<file path="src/rtl/input_conditioner_if.sv">
// Board-input bundle between the raw pin side (master) and the conditioner (slave).
// The conditioner samples the raw pins and returns debounced levels and pulses.
interface input_conditioner_if #(
    parameter int N_BTN = 3,
    parameter int N_SW  = 2
);
    logic [N_BTN-1:0] btn_raw_i;
    logic [N_SW-1:0]  sw_raw_i;
    logic [N_BTN-1:0] btn_level_o;
    logic [N_BTN-1:0] btn_pulse_o;
    logic [N_SW-1:0]  sw_o;
    logic             sw_chg_o;

    modport master (
        output btn_raw_i, sw_raw_i,
        input  btn_level_o, btn_pulse_o, sw_o, sw_chg_o
    );

    modport slave (
        input  btn_raw_i, sw_raw_i,
        output btn_level_o, btn_pulse_o, sw_o, sw_chg_o
    );
endinterface

</file>
<file path="src/rtl/input_conditioner.sv">
// Synchronises and debounces the board buttons and switches; emits arbitrated press/repeat
// pulses for the buttons and a change pulse for the switches.
module input_conditioner #(
    parameter int               N_BTN     = 3,
    parameter int               N_SW      = 2,
    parameter int               DB_CYCLES = 1_000_000,
    parameter int               RPT_DELAY = 50_000_000,
    parameter int               RPT_RATE  = 20_000_000,
    parameter logic [N_BTN-1:0] RPT_MASK  = N_BTN'(3'b110)
) (
    input  logic                clk_i,
    input  logic                rst_i,
    input_conditioner_if.slave  io
);
    localparam int NCH     = N_BTN + N_SW;
    localparam int DB_W    = (DB_CYCLES > 1) ? $clog2(DB_CYCLES) : 1;
    localparam int RPT_MAX = ((RPT_DELAY > RPT_RATE) ? RPT_DELAY : RPT_RATE) - 1;
    localparam int RPT_W   = (RPT_MAX > 0) ? $clog2(RPT_MAX + 1) : 1;

    localparam logic [DB_W-1:0]  DB_LAST    = DB_W'(DB_CYCLES - 1);
    localparam logic [RPT_W-1:0] DELAY_LAST = RPT_W'(RPT_DELAY - 1);
    localparam logic [RPT_W-1:0] RATE_LAST  = RPT_W'(RPT_RATE - 1);

    logic [NCH-1:0]   sync1_reg;
    logic [NCH-1:0]   sync2_reg;
    logic [NCH-1:0]   stable;
    logic [N_BTN-1:0] level_reg;
    logic [N_BTN-1:0] pulse_reg;
    logic [N_SW-1:0]  sw_reg;
    logic             sw_chg_reg;

    logic [N_BTN-1:0] press;
    logic [N_BTN-1:0] cand;
    logic [N_BTN-1:0] pulse_next;

    always_ff @(posedge clk_i or posedge rst_i) begin
        if (rst_i) begin
            sync1_reg <= '0;
            sync2_reg <= '0;
        end else begin
            sync1_reg <= {io.sw_raw_i, io.btn_raw_i};
            sync2_reg <= sync1_reg;
        end
    end

    // Each channel flips its stable level only after DB_CYCLES consecutive mismatching samples.
    genvar gi;
    generate
        for (gi = 0; gi < NCH; gi++) begin : g_db
            logic [DB_W-1:0] cnt_reg;
            logic            stable_reg;

            always_ff @(posedge clk_i or posedge rst_i) begin
                if (rst_i) begin
                    cnt_reg    <= '0;
                    stable_reg <= 1'b0;
                end else if (sync2_reg[gi] == stable_reg) begin
                    cnt_reg <= '0;
                end else if (cnt_reg == DB_LAST) begin
                    stable_reg <= sync2_reg[gi];
                    cnt_reg    <= '0;
                end else begin
                    cnt_reg <= cnt_reg + 1'b1;
                end
            end

            assign stable[gi] = stable_reg;
        end
    endgenerate

    // A press is the cycle where the debounced level is up but the registered level is not yet.
    assign press = stable[N_BTN-1:0] & ~level_reg;

    generate
        for (gi = 0; gi < N_BTN; gi++) begin : g_btn
            if (RPT_MASK[gi]) begin : g_rpt
                logic [RPT_W-1:0] rpt_cnt_reg;
                logic             rpt_phase_reg;
                logic [RPT_W-1:0] rpt_target;
                logic             held;
                logic             rpt_hit;

                // Gate on stable as well so a repeat never lands on the cycle the level drops.
                assign held       = stable[gi] & level_reg[gi];
                assign rpt_target = rpt_phase_reg ? RATE_LAST : DELAY_LAST;
                assign rpt_hit    = held & (rpt_cnt_reg == rpt_target);

                always_ff @(posedge clk_i or posedge rst_i) begin
                    if (rst_i) begin
                        rpt_cnt_reg   <= '0;
                        rpt_phase_reg <= 1'b0;
                    end else if (!held) begin
                        rpt_cnt_reg   <= '0;
                        rpt_phase_reg <= 1'b0;
                    end else if (rpt_hit) begin
                        rpt_cnt_reg   <= '0;
                        rpt_phase_reg <= 1'b1;
                    end else begin
                        rpt_cnt_reg <= rpt_cnt_reg + 1'b1;
                    end
                end

                assign cand[gi] = press[gi] | rpt_hit;
            end else begin : g_norpt
                assign cand[gi] = press[gi];
            end
        end
    endgenerate

    // Lowest-index candidate wins; the others are simply dropped this cycle.
    assign pulse_next = cand & (~cand + 1'b1);

    always_ff @(posedge clk_i or posedge rst_i) begin
        if (rst_i) begin
            level_reg  <= '0;
            pulse_reg  <= '0;
            sw_reg     <= '0;
            sw_chg_reg <= 1'b0;
        end else begin
            level_reg  <= stable[N_BTN-1:0];
            pulse_reg  <= pulse_next;
            sw_reg     <= stable[NCH-1:N_BTN];
            sw_chg_reg <= (stable[NCH-1:N_BTN] != sw_reg);
        end
    end

    assign io.btn_level_o = level_reg;
    assign io.btn_pulse_o = pulse_reg;
    assign io.sw_o        = sw_reg;
    assign io.sw_chg_o    = sw_chg_reg;
endmodule
</file>
<file path="src/flat_wrapper.sv">
// flat-port wrapper written by rule: the top's interface ports become plain ports
module input_conditioner_flat 
#(
    parameter int               N_BTN     = 3,
    parameter int               N_SW      = 2,
    parameter int               DB_CYCLES = 1_000_000,
    parameter int               RPT_DELAY = 50_000_000,
    parameter int               RPT_RATE  = 20_000_000,
    parameter logic [N_BTN-1:0] RPT_MASK  = N_BTN'(3'b110)
)
  (clk_i, rst_i, io_btn_raw_i, io_sw_raw_i, io_btn_level_o, io_btn_pulse_o, io_sw_o, io_sw_chg_o);
  input_conditioner_if #(.N_BTN(N_BTN), .N_SW(N_SW)) io_i ();
  input  logic clk_i;
  input  logic rst_i;
  input wire logic [$bits(io_i.btn_raw_i)-1:0] io_btn_raw_i;
  input wire logic [$bits(io_i.sw_raw_i)-1:0] io_sw_raw_i;
  output wire logic [$bits(io_i.btn_level_o)-1:0] io_btn_level_o;
  output wire logic [$bits(io_i.btn_pulse_o)-1:0] io_btn_pulse_o;
  output wire logic [$bits(io_i.sw_o)-1:0] io_sw_o;
  output wire logic [$bits(io_i.sw_chg_o)-1:0] io_sw_chg_o;
  assign io_i.btn_raw_i = io_btn_raw_i;
  assign io_i.sw_raw_i = io_sw_raw_i;
  assign io_btn_level_o = io_i.btn_level_o;
  assign io_btn_pulse_o = io_i.btn_pulse_o;
  assign io_sw_o = io_i.sw_o;
  assign io_sw_chg_o = io_i.sw_chg_o;
  input_conditioner #(.N_BTN(N_BTN), .N_SW(N_SW), .DB_CYCLES(DB_CYCLES), .RPT_DELAY(RPT_DELAY), .RPT_RATE(RPT_RATE), .RPT_MASK(RPT_MASK)) u_core (.clk_i(clk_i), .rst_i(rst_i), .io(io_i));
endmodule
</file>
<file path="config.mk">
export PLATFORM = sky130hd
export DESIGN_NAME = input_conditioner_flat
export DESIGN_NICKNAME = d
export VERILOG_FILES = /design/src/rtl/input_conditioner_if.sv /design/src/rtl/input_conditioner.sv /design/src/flat_wrapper.sv
export SDC_FILE = /design/constraint.sdc
export NUM_CORES = 1
export LEC_CHECK = 0
export CAP_MARGIN = 20
export CORE_MARGIN = 5
export CORE_UTILIZATION = 50
export CTS_BUF_LIST = sky130_fd_sc_hd__clkbuf_8
export DETAILED_ROUTE_END_ITERATION = 10
export PLACE_DENSITY = 0.63
export SLEW_MARGIN = 15
export SYNTH_ARGS = -nofsm -noshare
export SYNTH_HDL_FRONTEND = slang
export SYNTH_SLANG_ARGS = --single-unit
</file>
<file path="constraint.sdc">
create_clock -name clk_i -period 6.3 [get_ports clk_i]
set_input_delay 0.945 -clock clk_i [delete_from_list [all_inputs] [get_ports clk_i]]
set_output_delay 0.945 -clock clk_i [all_outputs]
set_load 0.005 [all_outputs]
</file>
==> results_dict.tcl, run 1 <==
set metrics [dict create \
    grt_pass1_wl_um 30600 \
    cp_top_family "simple AND/OR/NAND/NOR gates" \
    critical_path.max_stage_delay_ns 0.84 \
    antennaDiodeCount 0 \
    grt_pass1_vias 6600 \
    dpl.hpwl_um 11400 \
    drt_drc_violations_left 0 \
    clkTransAtPathRegs_ns 0.10 \
    tns_ns 0 \
    final_cell_mix "dfrtp_1, nor2_1, nand2_1, xor2_1, nand3_1" \
    wl_um 17100 \
    slew_headroom 0.336 \
    final_common_cell "dfrtp_1" \
    power_frac_comb 0.029 \
    async_flop_share 1.00 \
    critical_path_peak_fanout 26 \
    largest_register_ffs 100 \
    syn_area_um2 8740 \
    hold_path_class "reg -> reg" \
    status "finished clean" \
    crit_chain "or4b_2 -> nor3_1 -> o2111a_1 -> nor3_1" \
    required_ns 6.61 \
    core_area_um2 17200 \
    ys_ff_latch 178 \
    setup_violations 0 \
    die_w_um 142 \
    clock_skew_ns 0.0185 \
    internal-power_mw 1.47 \
    cpMostUsedCell "nor3_1" \
    cts_resized 0 \
    drv_slew 0 \
    leakage_nw 3.68 \
    cts-hold-fix-buffers 0 \
    overflow 0 \
    ant_nets 0 \
    io_pins 16 \
    crit_buf_inv 0 \
    antenna_found_initial 0 \
    post_cts_buffers 0 \
    die_y_um 142 \
    final_cells 1114 \
    clock_sinks 178 \
    grt_setup_unrepaired "no" \
    period_share 0.392 \
    grtUsageTotal 0.180 \
    vias_per_cell 5.86 \
    post_drt_wl_per_cell_um 15.3 \
    critical_path_arrival_ns 2.78 \
    hold_violations 0 \
    post-route-min-period_ns 2.47 \
    startpoint_type "register" \
    synth_edf_count 0 \
    ys_warn_count 0 \
    syn_area_per_cell_um2 9.99 \
    power_switching_mw 0.522 \
    gp_congestion 0.801 \
    critical_path_class "reg -> reg" \
    drive_gt1_frac 0.0731 \
    rows 48 \
    syn_nets 889 \
    endpoint_kind "register" \
    p_sw_frac 0.262 \
    cts_max_level 4 \
    fmax_ghz 0.405 \
    area_growth_pct 8.02 \
    placed_cells 1082 \
    cts_buffer_depth 2 \
    drt_iter0_markers 357 \
    tritoncts.num_buffers 17 \
    port-buffer-count 15 \
    tightest_slew_ns 0.993 \
    initial_core_util 0.507 \
    fill_cells 1485 \
    seqPwrFrac 0.583 \
    vias 6532 \
    pwr-share-clk 0.388 \
    crit_slowest_cell "o2111a_1" \
    power_per_cell_area_nw_per_um2 211 \
    cap_violations 0 \
    dr.pass1.iters 4 \
    clock-root-buffer "clkbuf_8" \
    cts_tree "done" \
    synth_cells 875 \
    max-vdd-ir-drop_mv 0.161 \
    ys.flop_type "dfrtp_1" \
    dieArea_um2 20200 \
    fin_util 0.548 \
    clk_latency_ns 0.48 \
    grt_max_degree 93 \
    seq_area_frac_synth 0.510 \
    ys_types 53 \
    layout.nets 890 \
]
==> kinds of logic (layout without fill, tap and decap cells) <==
group                      after synthesis  in the layout  share of synthesized area
adders and majority gates                7              7                     0.0100
buffers and inverters                   62             76                     0.0303
AOI/OAI and AO/OA                      135            135                     0.0965
DFF                                    178            178                      0.510
and+or+nand+nor                        403            403                      0.262
xor gates and xnor gates                85             85                     0.0852
muxes                                    5              5                    0.00644
==> per-stage QoR <==
step	instance area, µm²	hold WS [ns]	setup WS [ns]	total power [mW]
5_1_grt	9440	0.374	3.61	2.08
6_report	9440	0.360	3.83	1.99
4_1_cts	9440	0.360	3.79	2.02
3_5_place_dp	9050	0.338	3.32	1.24
2_1_floorplan	8740	0.331	0.525	1.22
3_3_place_gp	9050	0.333	3.39	1.24
==> cell type report <==
type                    instances  area (µm²)  share of cell area
multi-input cells             635        4030               0.427
repair buffers                 20         188              0.0199
clock buffers                  17         234              0.0248
clock inverters                15         160              0.0170
well taps                     225         282              0.0298
inverters                      24        95.1              0.0101
flip-flops and latches        178        4450               0.472
==> power by group through the flow <==
| stage | clock, mW | combinational, mW | sequential (mW) |
|---|---|---|---|
| after floorplan | 0 | 0.0420 | 1.18 |
| after global placement | 0 | 0.0576 | 1.18 |
| after detailed placement | 0 | 0.0610 | 1.18 |
| after CTS | 0.799 | 0.0610 | 1.16 |
| after global routing | 0.853 | 0.0686 | 1.16 |
| final | 0.772 | 0.0581 | 1.16 |
==> layer usage <==
layer	part of all wire	global-route usage	up-vias
met5	0	0	-
met4	0.012	0.0556	0
met3	0.026	0.0373	20
met2	0.50	0.306	74
met1	0.47	0.233	3225
li1	-	-	3213
==> cell usage after synthesis, types with 6 or more instances <==
cell type,count,area share
xnor2_1,33,0.033
or4_1,25,0.021
nor4_1,13,0.0093
a21oi_1,40,0.023
buf_2,8,0.0046
o21ai_0,40,0.023
dfrtp_1,178,0.51
o31ai_1,22,0.019
nor3_1,36,0.021
and4_1,13,0.013
nor2_1,69,0.030
and3_1,18,0.013
xor2_1,52,0.052
nand3_1,47,0.027
and2_1,10,0.0072
or3_1,42,0.030
inv_1,24,0.010
a211oi_1,21,0.018
clkbuf_1,26,0.011
nand4_1,40,0.029
nor4b_1,6,0.0060
ha_1,7,0.010
nand2_1,52,0.022
==> worst paths after layout <==
kind | start | end | slack, ns | cells past startpoint
setup / recovery | u_core.g_btn[2].g_rpt.rpt_cnt_reg[22] | u_core.g_btn[2].g_rpt.rpt_cnt_reg[3] | 3.83 | 4
hold / removal | u_core.sync1_reg[2] | u_core.sync2_reg[2] | 0.36 | 0
setup reg to reg | u_core.g_btn[2].g_rpt.rpt_cnt_reg[22] | u_core.g_btn[2].g_rpt.rpt_cnt_reg[3] | 3.83 | 4
hold reg to reg | u_core.sync1_reg[2] | u_core.sync2_reg[2] | 0.36 | 0
max in group asynchronous | rst_i | u_core.g_db[4].cnt_reg[5] | 3.95 | 3
min in group asynchronous | rst_i | u_core.g_db[3].cnt_reg[9] | 1.00 | 2
Note: power is estimated with default switching activity, not from simulation.
==> run 2, diff against run 1 <==
clock period = 2.3 ns   (was 6.3 ns; I/O delays follow)
==> run 2 against run 1 <==
- sequential share of layout area fell by 0.86 points
- utilization rose by 1.0 points
- worst setup slack worse by 3.7 ns
- largest power group unchanged
- worst hold slack got worse by 0.045 ns
- power grew to 2.7 times the previous value
==> results_dict.tcl, run 2 (synthesized netlist as in run 1, its figures left out) <==
set metrics [dict create \
    status "finished clean" \
    drt_iter0_markers 377 \
    cp_top_family "simple AND/OR/NAND/NOR gates" \
    clock-root-buffer "clkbuf_8" \
    critical_path_arrival_ns 2.50 \
    wl_um 17500 \
    cts_max_level 4 \
    max-vdd-ir-drop_mv 0.395 \
    initial_core_util 0.507 \
    overflow 0 \
    drv_slew 0 \
    die_y_um 142 \
    tightest_slew_ns 0.477 \
    cts-hold-fix-buffers 0 \
    critical_path_peak_fanout 9 \
    ff_latch_area_um2 4450 \
    crit_buf_inv 0 \
    dieArea_um2 20200 \
    dpl.hpwl_um 11600 \
    grt_max_degree 92 \
    critical_path.max_stage_delay_ns 0.58 \
    power_per_cell_area_nw_per_um2 568 \
    largest_register_ffs 100 \
    fill_cells 1530 \
    drt_drc_violations_left 0 \
    post-route-min-period_ns 2.13 \
    final_common_cell "dfrtp_1" \
    antennaDiodeCount 0 \
    critical_path_class "reg -> reg" \
    vias 6694 \
    power_switching_mw 1.36 \
    power_frac_comb 0.032 \
    cap_violations 0 \
    hold_violations 0 \
    die_w_um 142 \
    area_growth_pct 10.0 \
    setup_violations 0 \
    core_area_um2 17200 \
    gp_congestion 0.848 \
    fmax_ghz 0.470 \
    post_drt_wl_per_cell_um 15.4 \
    p_sw_frac 0.249 \
    clock_sinks 178 \
    rows 48 \
    layout.nets 908 \
    vias_per_cell 5.91 \
    cts_resized 0 \
    grt_setup_unrepaired "no" \
    post_cts_buffers 0 \
    internal-power_mw 4.10 \
    antenna_found_initial 0 \
    period_share 0.926 \
    dr.pass1.iters 5 \
    fin_ws_ns 0.170 \
    grt_pass1_vias 6565 \
    hold_path_class "in -> reg" \
    ant_nets 0 \
    cts_tree "done" \
    clk_latency_ns 0.47 \
    fin_util 0.558 \
    grtUsageTotal 0.182 \
    required_ns 2.67 \
    clkTransAtPathRegs_ns 0.10 \
    post-place-ws_ns 0.183 \
    cts_buffer_depth 2 \
    clock_skew_ns 0.0172 \
    endpoint_kind "register" \
    crit_chain "ha_1 -> and4_1 -> nand4_1 -> or4_1 -> a211oi_1" \
    multi_input_area_um2 4030 \
    crit_slowest_cell "or4_1" \
    seqPwrFrac 0.582 \
    slew_headroom 0.682 \
    leakage_nw 3.77 \
    pwr-share-clk 0.386 \
    io_pins 16 \
    final_cell_mix "dfrtp_1, nor2_1, nand2_1, xor2_1, nand3_1" \
    startpoint_type "register" \
    drive_gt1_frac 0.0915 \
    grt_pass1_wl_um 30700 \
    tritoncts.num_buffers 17 \
    port-buffer-count 15 \
]
-- run 2: cell count changes in the layout (fill, tap and decap cells not counted), sizes merged --
cell      delta
buf         +18
bufinv       +1
clkinv       +2
clkinvlp     +2
inv          -5
-- run 2: worst paths after layout --
check | end | cells after the start | slack [ns] | start
max | u_core.g_btn[2].g_rpt.rpt_cnt_reg[24] | 5 | 0.17 | u_core.g_btn[2].g_rpt.rpt_cnt_reg[0]
min | u_core.sync1_reg[4] | 1 | 0.31 | io_sw_raw_i[1]
max reg2reg | u_core.g_btn[2].g_rpt.rpt_cnt_reg[24] | 5 | 0.17 | u_core.g_btn[2].g_rpt.rpt_cnt_reg[0]
min reg2reg | u_core.sync2_reg[3] | 0 | 0.36 | u_core.sync1_reg[3]
max in group asynchronous | u_core.g_db[0].cnt_reg[8] | 3 | 1.50 | rst_i
min in group asynchronous | u_core.g_db[4].stable_reg | 3 | 0.32 | rst_i
-- run 2: final cells by class --
cell class / instances / area share
clock buffers: 17 / 0.0243
clock inverters: 15 / 0.0157
repair buffers: 38 / 0.0388
multi-input cells: 635 / 0.419
well taps: 225 / 0.0293
flip-flops and latches: 178 / 0.463
inverters: 24 / 0.00976
-- run 2: metal layers --
layer,vias to the layer above,share of wire,global-route usage
met5,-,0,0
met4,0,0.0097,0.0414
met3,13,0.025,0.0393
met2,81,0.50,0.307
li1,3244,-,-
met1,3356,0.46,0.244
-- run 2: power by group through the flow --
stage | logic (mW) | clock network [mW] | registers, mW
6_report | 0.173 | 2.11 | 3.18
5_1_grt | 0.205 | 2.32 | 3.18
4_1_cts | 0.181 | 2.18 | 3.18
3_5_place_dp | 0.181 | 0 | 3.24
3_3_place_gp | 0.174 | 0 | 3.24
2_1_floorplan | 0.115 | 0 | 3.24
-- run 2: stage by stage --
stage,TNS (ns),total power [mW],hold slack (ns),area [µm²],instances
3_5_place_dp,0,3.42,0.335,9230,1100
5_1_grt,0,5.71,0.276,9620,1132
6_report,0,5.46,0.314,9620,1132
2_1_floorplan,-57.96,3.35,0.331,8740,875
4_1_cts,0,5.54,0.285,9620,1132
3_3_place_gp,0,3.41,0.333,9230,1100
==> run 3, diff against run 2 <==
MAX_ROUTING_LAYER = met4   (was default)
==> run 3 against run 2 <==
- fmax fell by 0.76%
- utilization unchanged
- highest routed layer unchanged
- sequential cell count stayed put
- global-route usage increased by 0.57 points
- first-iteration DRC count fell by 5.8%
- critical path depth stayed put
==> results_dict.tcl, run 3 (synthesized netlist as in run 1, its figures left out) <==
set metrics [dict create \
    cts-hold-fix-buffers 0 \
    critical_path.max_stage_delay_ns 0.58 \
    clock-root-buffer "clkbuf_8" \
    grtUsageTotal 0.188 \
    status "finished clean" \
    hold_violations 0 \
    layout.nets 908 \
    max-vdd-ir-drop_mv 0.394 \
    final_common_cell "dfrtp_1" \
    drive_gt1_frac 0.0915 \
    startpoint_type "register" \
    slew_headroom 0.672 \
    post_cts_buffers 0 \
    cap_violations 0 \
    critical_path_class "reg -> reg" \
    drt_iter0_markers 355 \
    cts_max_level 4 \
    critical_path_peak_fanout 9 \
    crit_chain "ha_1 -> and4_1 -> nand4_1 -> or4_1 -> a211oi_1" \
    dieArea_um2 20200 \
    critical_path_arrival_ns 2.52 \
    grt_pass1_vias 6564 \
    core_area_um2 17200 \
    leakage_nw 3.77 \
    cp_top_family "simple AND/OR/NAND/NOR gates" \
    tns_ns 0 \
    grt_setup_unrepaired "no" \
    drv_slew 0 \
    fin_util 0.558 \
    gp_congestion 0.864 \
    grt_max_degree 92 \
    clock_sinks 178 \
    overflow 0 \
    die_w_um 142 \
    port-buffer-count 15 \
    crit_buf_inv 0 \
    required_ns 2.67 \
    antenna_found_initial 0 \
    placed_cells 1100 \
    fmax_ghz 0.466 \
    placed_cell_area_um2 9230 \
    period_share 0.933 \
    clock_skew_ns 0.0175 \
    clk_latency_ns 0.47 \
    hold_path_class "in -> reg" \
    power_per_cell_area_nw_per_um2 568 \
    vias 6710 \
    crit_slowest_cell "or4_1" \
    endpoint_kind "register" \
    post-route-min-period_ns 2.15 \
    cts_tree "done" \
    initial_core_util 0.507 \
    io_pins 16 \
    fin_area_um2 9620 \
    dpl.hpwl_um 11600 \
    grt_pass1_wl_um 30800 \
    setup_violations 0 \
    p_total_mw 5.46 \
    clkTransAtPathRegs_ns 0.10 \
    rows 48 \
    die_y_um 142 \
    largest_register_ffs 100 \
    vias_per_cell 5.93 \
    wl_um 17500 \
    post_drt_wl_per_cell_um 15.5 \
    worstRegToRegCells 5 \
    dr.pass1.iters 4 \
    cts_resized 0 \
    final_cell_mix "dfrtp_1, nor2_1, nand2_1, xor2_1, nand3_1" \
    cts_buffer_depth 2 \
    area_growth_pct 10.0 \
    worstSetupPathDepth 5 \
    drt_drc_violations_left 0 \
    worstHoldPathCells 1 \
    tritoncts.num_buffers 17 \
    antennaDiodeCount 0 \
    ant_nets 0 \
    final_cells 1132 \
    tightest_slew_ns 0.491 \
]
==> run 3: path summary, 6_finish.rpt <==
path | startpoint | endpoint | slack [ns]
min reg2reg | u_core.sync1_reg[3] | u_core.sync2_reg[3] | 0.35
max reg2reg | u_core.g_btn[2].g_rpt.rpt_cnt_reg[0] | u_core.g_btn[2].g_rpt.rpt_cnt_reg[24] | 0.15
max | u_core.g_btn[2].g_rpt.rpt_cnt_reg[0] | u_core.g_btn[2].g_rpt.rpt_cnt_reg[24] | 0.15
min | io_sw_raw_i[1] | u_core.sync1_reg[4] | 0.31
max in group asynchronous | rst_i | u_core.g_db[0].cnt_reg[8] | 1.48
min in group asynchronous | rst_i | u_core.g_db[4].stable_reg | 0.32
==> run 3: report_power, final <==
part / total, mW / leakage [nW] / switching [mW] / internal, mW
Clock: 2.11 / 0.194 / 1.22 / 0.889
Combinational: 0.174 / 1.13 / 0.120 / 0.0540
Sequential: 3.18 / 2.45 / 0.0230 / 3.16
Total: 5.46 / 3.77 / 1.36 / 4.10
==> run 3: metal layers <==
metal / track usage / part of all wire / up-vias
met5: - / 0 / -
met4: 0.0414 / 0.0096 / 0
met3: 0.0393 / 0.026 / 13
met2: 0.307 / 0.50 / 83
met1: 0.244 / 0.46 / 3373
li1: - / - / 3241
==> run 3: metrics by stage <==
step                setup WS, ns  hold WS (ns)
global placement           0.237         0.333
CTS                        0.123         0.285
detailed placement         0.183         0.335
global route              0.0316         0.276
floorplan                 -0.326         0.331
finish                     0.154         0.314
==> run 3: final cells by class <==
| cell class | count | area [µm²] |
|---|---|---|
| tap | 225 | 282 |
| clock buffer | 17 | 234 |
| fill | 1530 | 7620 |
| clock inverter | 15 | 151 |
| multi-input combinational | 635 | 4030 |
| timing repair buffer | 38 | 373 |
| inverter | 24 | 93.8 |
| sequential | 178 | 4450 |
==> edit 1 (flow settings as in run 3) <==
Make the reset (`rst_i`) synchronous in 4 clocked blocks.
--- a/src/rtl/input_conditioner.sv
+++ b/src/rtl/input_conditioner.sv
@@ -34,5 +34,5 @@
     logic [N_BTN-1:0] pulse_next;
 
-    always_ff @(posedge clk_i or posedge rst_i) begin
+    always_ff @(posedge clk_i) begin
         if (rst_i) begin
             sync1_reg <= '0;
@@ -51,5 +51,5 @@
             logic            stable_reg;
 
-            always_ff @(posedge clk_i or posedge rst_i) begin
+            always_ff @(posedge clk_i) begin
                 if (rst_i) begin
                     cnt_reg    <= '0;
@@ -86,5 +86,5 @@
                 assign rpt_hit    = held & (rpt_cnt_reg == rpt_target);
 
-                always_ff @(posedge clk_i or posedge rst_i) begin
+                always_ff @(posedge clk_i) begin
                     if (rst_i) begin
                         rpt_cnt_reg   <= '0;
@@ -111,5 +111,5 @@
     assign pulse_next = cand & (~cand + 1'b1);
 
-    always_ff @(posedge clk_i or posedge rst_i) begin
+    always_ff @(posedge clk_i) begin
         if (rst_i) begin
             level_reg  <= '0;
Check against the original RTL: same outputs for any inputs over 10 cycles, from zero or initial values and one cycle with rst_i high; that may be too few to reach the edited logic, so the function may still have changed.
==> edit 1 against run 3 <==
Synthesized area shrank 8.1%. Wire length fell by 11%. Via count is 2.1% lower. Worst setup slack lost 0.0011 ns. Final area is 9.0% lower. Sequential cell count unchanged. Count of clock-buffer cells in the layout unchanged. Highest routed layer unchanged.
Power is not compared: it rests on default switching activity, and its combinational part moved more than twofold at a synthesized area within 25%.
==> edit 1: results (changes against run 3) <==
skew_ns: 0.01292  # -0.004617 ns
grt_pass1_vias: 6213  # -5.3%
grt.total_usage: 0.1782  # -0.009931
post_cts_buffers: 0  # unchanged
vdd_drop_max_mv: 0.3930
vias_per_cell: 5.710  # -3.7%
grt_max_degree: 29  # -68%
fin_nets: 935  # +3.0%
clk_latency_ns: 0.46
async_flop_share: 0  # -1.000
dp_hpwl_mm: 10.89  # -6.5%
hold_class: "input pin to flop"
htreeDepth: 4  # unchanged
synth_warnings: 0  # unchanged
tightest_slew_ns: 0.5162  # +0.02489 ns
seq_area_frac_synth: 0.4434  # -0.06618
syn-num-nets: 927  # +4.3%
hold_depth: 2  # +1
drt_wl_total_mm: 15.66  # -11%
n_antenna_cell: 0  # unchanged
cp_data_arrival_time_ns: 2.51  # about the same
cts_root_buf: "clkbuf_8"
antenna_found_initial: 0  # unchanged
cts.repair.resized: 0  # unchanged
synth_area_leaders: "dfxtp_1, xnor2_1, xor2_1"
dpl-instance-area_um2: 8387  # -9.1%
clk_pin_slew_ns: 0.09
slew_violations: 0  # unchanged
drive_gt1_frac: 0.06317  # -0.02834
status: "finished clean"
io_buffers: 15  # unchanged
drt_pass1_iterations: 5  # +1
synth_cell_types: 54  # +1.9%
place_congestion: 0.8409  # -2.7%
yosys-top-cells-count: "dfxtp_1, nor2_1, nand3_1, nand2_1, xnor2_1"
cts_made_buffers: 17  # unchanged
largest_reg_flops: 100  # unchanged
r2r_cells: 4  # -1
grt_first_pass_wirelength_mm: 27.22  # -11%
cts_buffer_depth: 2  # unchanged
cp_max_fo: 12  # +3
p_leak_nw: 2.520
drt_iter0_drc: 437  # +23%
==> edit 1: routing by layer <==
layer,up-vias,GRT usage,share of wire
li1,3342,-,-
met1,3120,0.2212,0.48
met2,80,0.2905,0.48
met3,25,0.04081,0.028
met4,0,0.05432,0.013
met5,-,-,0
==> edit 1: final cells by class <==
type | instances | area [µm²]
repair buffers | 28 | 260.3
flip-flops and latches | 178 | 3563
clock inverters | 15 | 125.1
inverters | 23 | 86.33
clock buffers | 17 | 234.0
well taps | 216 | 270.3
multi-input cells | 673 | 4213
fillers | 1408 | 7076
==> edit 1: power by group through the flow <==
stage	clock, mW	sequential [mW]	combinational [mW]
CTS	2.03	3.10	0.0574
finish	1.96	3.10	0.0556
global placement	0	3.17	0.0555
floorplan	0	3.17	0.0324
global route	2.16	3.10	0.0626
detailed placement	0	3.17	0.0572
==> edit 1: critical path: stages, from the launching register on <==
cell and delay, ns:
dfxtp_1 0.43, and3_1 0.33, nand4_1 0.43, or4_1 0.60, a211oi_1 0.27
==> edit 1: final timing paths <==
check / start / endpoint / slack [ns]
setup / recovery: u_core.g_btn[2].g_rpt.rpt_cnt_reg[2]$_SDFF_PP0_ / u_core.g_btn[2].g_rpt.rpt_cnt_reg[19]$_SDFF_PP0_ / 0.15
hold reg to reg: u_core.sync1_reg[0]$_SDFF_PP0_ / u_core.sync2_reg[0]$_SDFF_PP0_ / 0.44
setup reg to reg: u_core.g_btn[2].g_rpt.rpt_cnt_reg[2]$_SDFF_PP0_ / u_core.g_btn[2].g_rpt.rpt_cnt_reg[19]$_SDFF_PP0_ / 0.15
hold / removal: io_sw_raw_i[1] / u_core.sync1_reg[4]$_SDFF_PP0_ / 0.44
==> edit 1: logic make-up after synthesis <==
| logic type | after synthesis | share of synthesized area |
|---|---|---|
| AO/OA/AOI/OAI | 136 | 0.1046 |
| XOR/XNOR | 91 | 0.09917 |
| adder cells (fa/ha/maj) | 7 | 0.01090 |
| buffers and inverters | 62 | 0.03316 |
| flip-flops | 178 | 0.4434 |
| AND/OR/NAND/NOR | 439 | 0.3087 |
==> edit 1: metrics by stage <==
step                      setup WS (ns)  std cells  utilization
final                            0.1531       1150       0.5530
after global routing           0.008449       1150       0.5530
after CTS                       0.01084       1150       0.5526
after detailed placement        0.01448       1118       0.5299
after global placement           0.1425       1118       0.5299
after floorplan                  0.3239        913            -
==> edit 2 (flow settings as in run 3) <==
Made on the original files. `RPT_RATE` is set to 20_000_000 in 2 places; all go to 80_000_000.
--- a/src/rtl/input_conditioner.sv
+++ b/src/rtl/input_conditioner.sv
@@ -6,5 +6,5 @@
     parameter int               DB_CYCLES = 1_000_000,
     parameter int               RPT_DELAY = 50_000_000,
-    parameter int               RPT_RATE  = 20_000_000,
+    parameter int               RPT_RATE  = 80_000_000,
     parameter logic [N_BTN-1:0] RPT_MASK  = N_BTN'(3'b110)
 ) (
--- a/src/flat_wrapper.sv
+++ b/src/flat_wrapper.sv
@@ -6,5 +6,5 @@
     parameter int               DB_CYCLES = 1_000_000,
     parameter int               RPT_DELAY = 50_000_000,
-    parameter int               RPT_RATE  = 20_000_000,
+    parameter int               RPT_RATE  = 80_000_000,
     parameter logic [N_BTN-1:0] RPT_MASK  = N_BTN'(3'b110)
 )
Check against the original RTL: same outputs for any inputs over 10 cycles, from zero or initial values and one cycle with rst_i high; that may be too few to reach the edited logic, so the function may still have changed.
==> edit 2 against run 3 <==
Clock skew decreased by 0.0081 ns. Combinational power fell by 9.8%. Wire length down 15%. Synthesized area decreased by 3.9%. Worst setup slack better by 0.10 ns. Sequential cell count up 2. Final area decreased by 3.5%. Power increased by 2.5%. Critical endpoint is now u_core.g_btn[1].g_rpt.rpt_cnt_reg[26]$_DFF_PP0_.
==> edit 2: results (changes against run 3) <==
status: "finished clean"
synth_area_leaders: "dfrtp_1, xor2_1, nor2_1"
nClkBuffers: 19  # +2
slowest_delay_ns: 0.71  # +0.13 ns
routedWlPerCell_um: 13.68  # -12%
grt.total_usage: 0.1679  # -0.02015
grt_max_degree: 123  # +34%
clkCellAreaFrac: 0.04528  # +0.005210
dp_slack_ns: 0.2527  # +0.06948 ns
dpl-instance-area_um2: 8864  # -4.0%
drt_wl_total_mm: 14.96  # -15%
grt_use_met2: 0.2590  # -0.04780
pg_seq_mw: 3.22  # +1%
combPwrFrac: 0.028  # -0.004
wl_met1_mm: 7.231  # -11%
p_leak_nw: 3.917  # +3.8%
place_inst: 1061  # -3.5%
vdd_drop_max_mv: 0.5985  # +52%
dr_wl_met3_um: 406  # -12%
skew_ns: 0.009432  # -0.008103 ns
dr_total_vias: 5799  # -14%
clock_sinks: 180  # +1.1%
r2r_cells: 6  # +1
multi_input_area_share: 0.3995  # -0.01948
syn-num-nets: 842  # -5.3%
p_sw_frac: 0.2201  # -0.02936
n_fill_cell: 1394  # -8.9%
cp_data_arrival_time_ns: 2.38  # -0.14 ns
fin_nets: 874  # -3.7%
internal_power_mw: 4.367  # +6.5%
gr-usage-met3: 0.04117  # +0.001852
yosys-top-cells-count: "dfrtp_1, nor2_1, xor2_1, nand3_1, nand2_1"
avgSynthCellArea_um2: 10.15  # +1.6%
stdcell_area_um2: 9284  # -3.5%
drive_gt1_frac: 0.06644  # -0.02507
multi_input_gates: 612  # -3.6%
-- edit 2: cell types whose count changed in the layout (fill, tap and decap cells not counted), moves of 15 or more --
cell / delta
or4_1: -23
nand3_1: +22
nor3_1: -24
o31ai_1: -22
o21ai_0: -35
a21oi_1: -36
xor2_1: +44
or3_1: -37
xnor2_1: +15
nor2_1: +108
a211oi_1: -21
-- edit 2: final timing paths --
kind                                                                     start                                         endpoint  slack (ns)
worst max register to register  u_core.g_btn[1].g_rpt.rpt_cnt_reg[0]$_DFF_PP0_  u_core.g_btn[1].g_rpt.rpt_cnt_reg[26]$_DFF_PP0_        0.26
worst min-delay path                                            io_sw_raw_i[1]                    u_core.sync1_reg[4]$_DFF_PP0_        0.32
min in group asynchronous                                                rst_i   u_core.g_btn[2].g_rpt.rpt_cnt_reg[8]$_DFF_PP0_        0.35
worst min register to register                   u_core.sync1_reg[0]$_DFF_PP0_                    u_core.sync2_reg[0]$_DFF_PP0_        0.35
worst max-delay path            u_core.g_btn[1].g_rpt.rpt_cnt_reg[0]$_DFF_PP0_  u_core.g_btn[1].g_rpt.rpt_cnt_reg[26]$_DFF_PP0_        0.26
max in group asynchronous                                                rst_i  u_core.g_btn[2].g_rpt.rpt_cnt_reg[12]$_DFF_PP0_        1.32
-- edit 2: cell families (layout without fill, tap and decap cells) --
kind of cell,Yosys count,after routing,share of synthesized area
AOI/OAI and AO/OA,12,12,0.008938
xor gates and xnor gates,144,144,0.1501
adders and majority gates,7,7,0.01043
buffers and inverters,36,81,0.02234
DFF,180,180,0.5362
muxes,5,5,0.006702
and+or+nand+nor,444,444,0.2653
-- edit 2: metrics by stage --
step,setup TNS [ns],hold slack [ns]
CTS,0,0.2865
finish,0,0.3221
global placement,0,0.3334
floorplan,-63.65,0.3312
detailed placement,0,0.3347
global route,0,0.2885
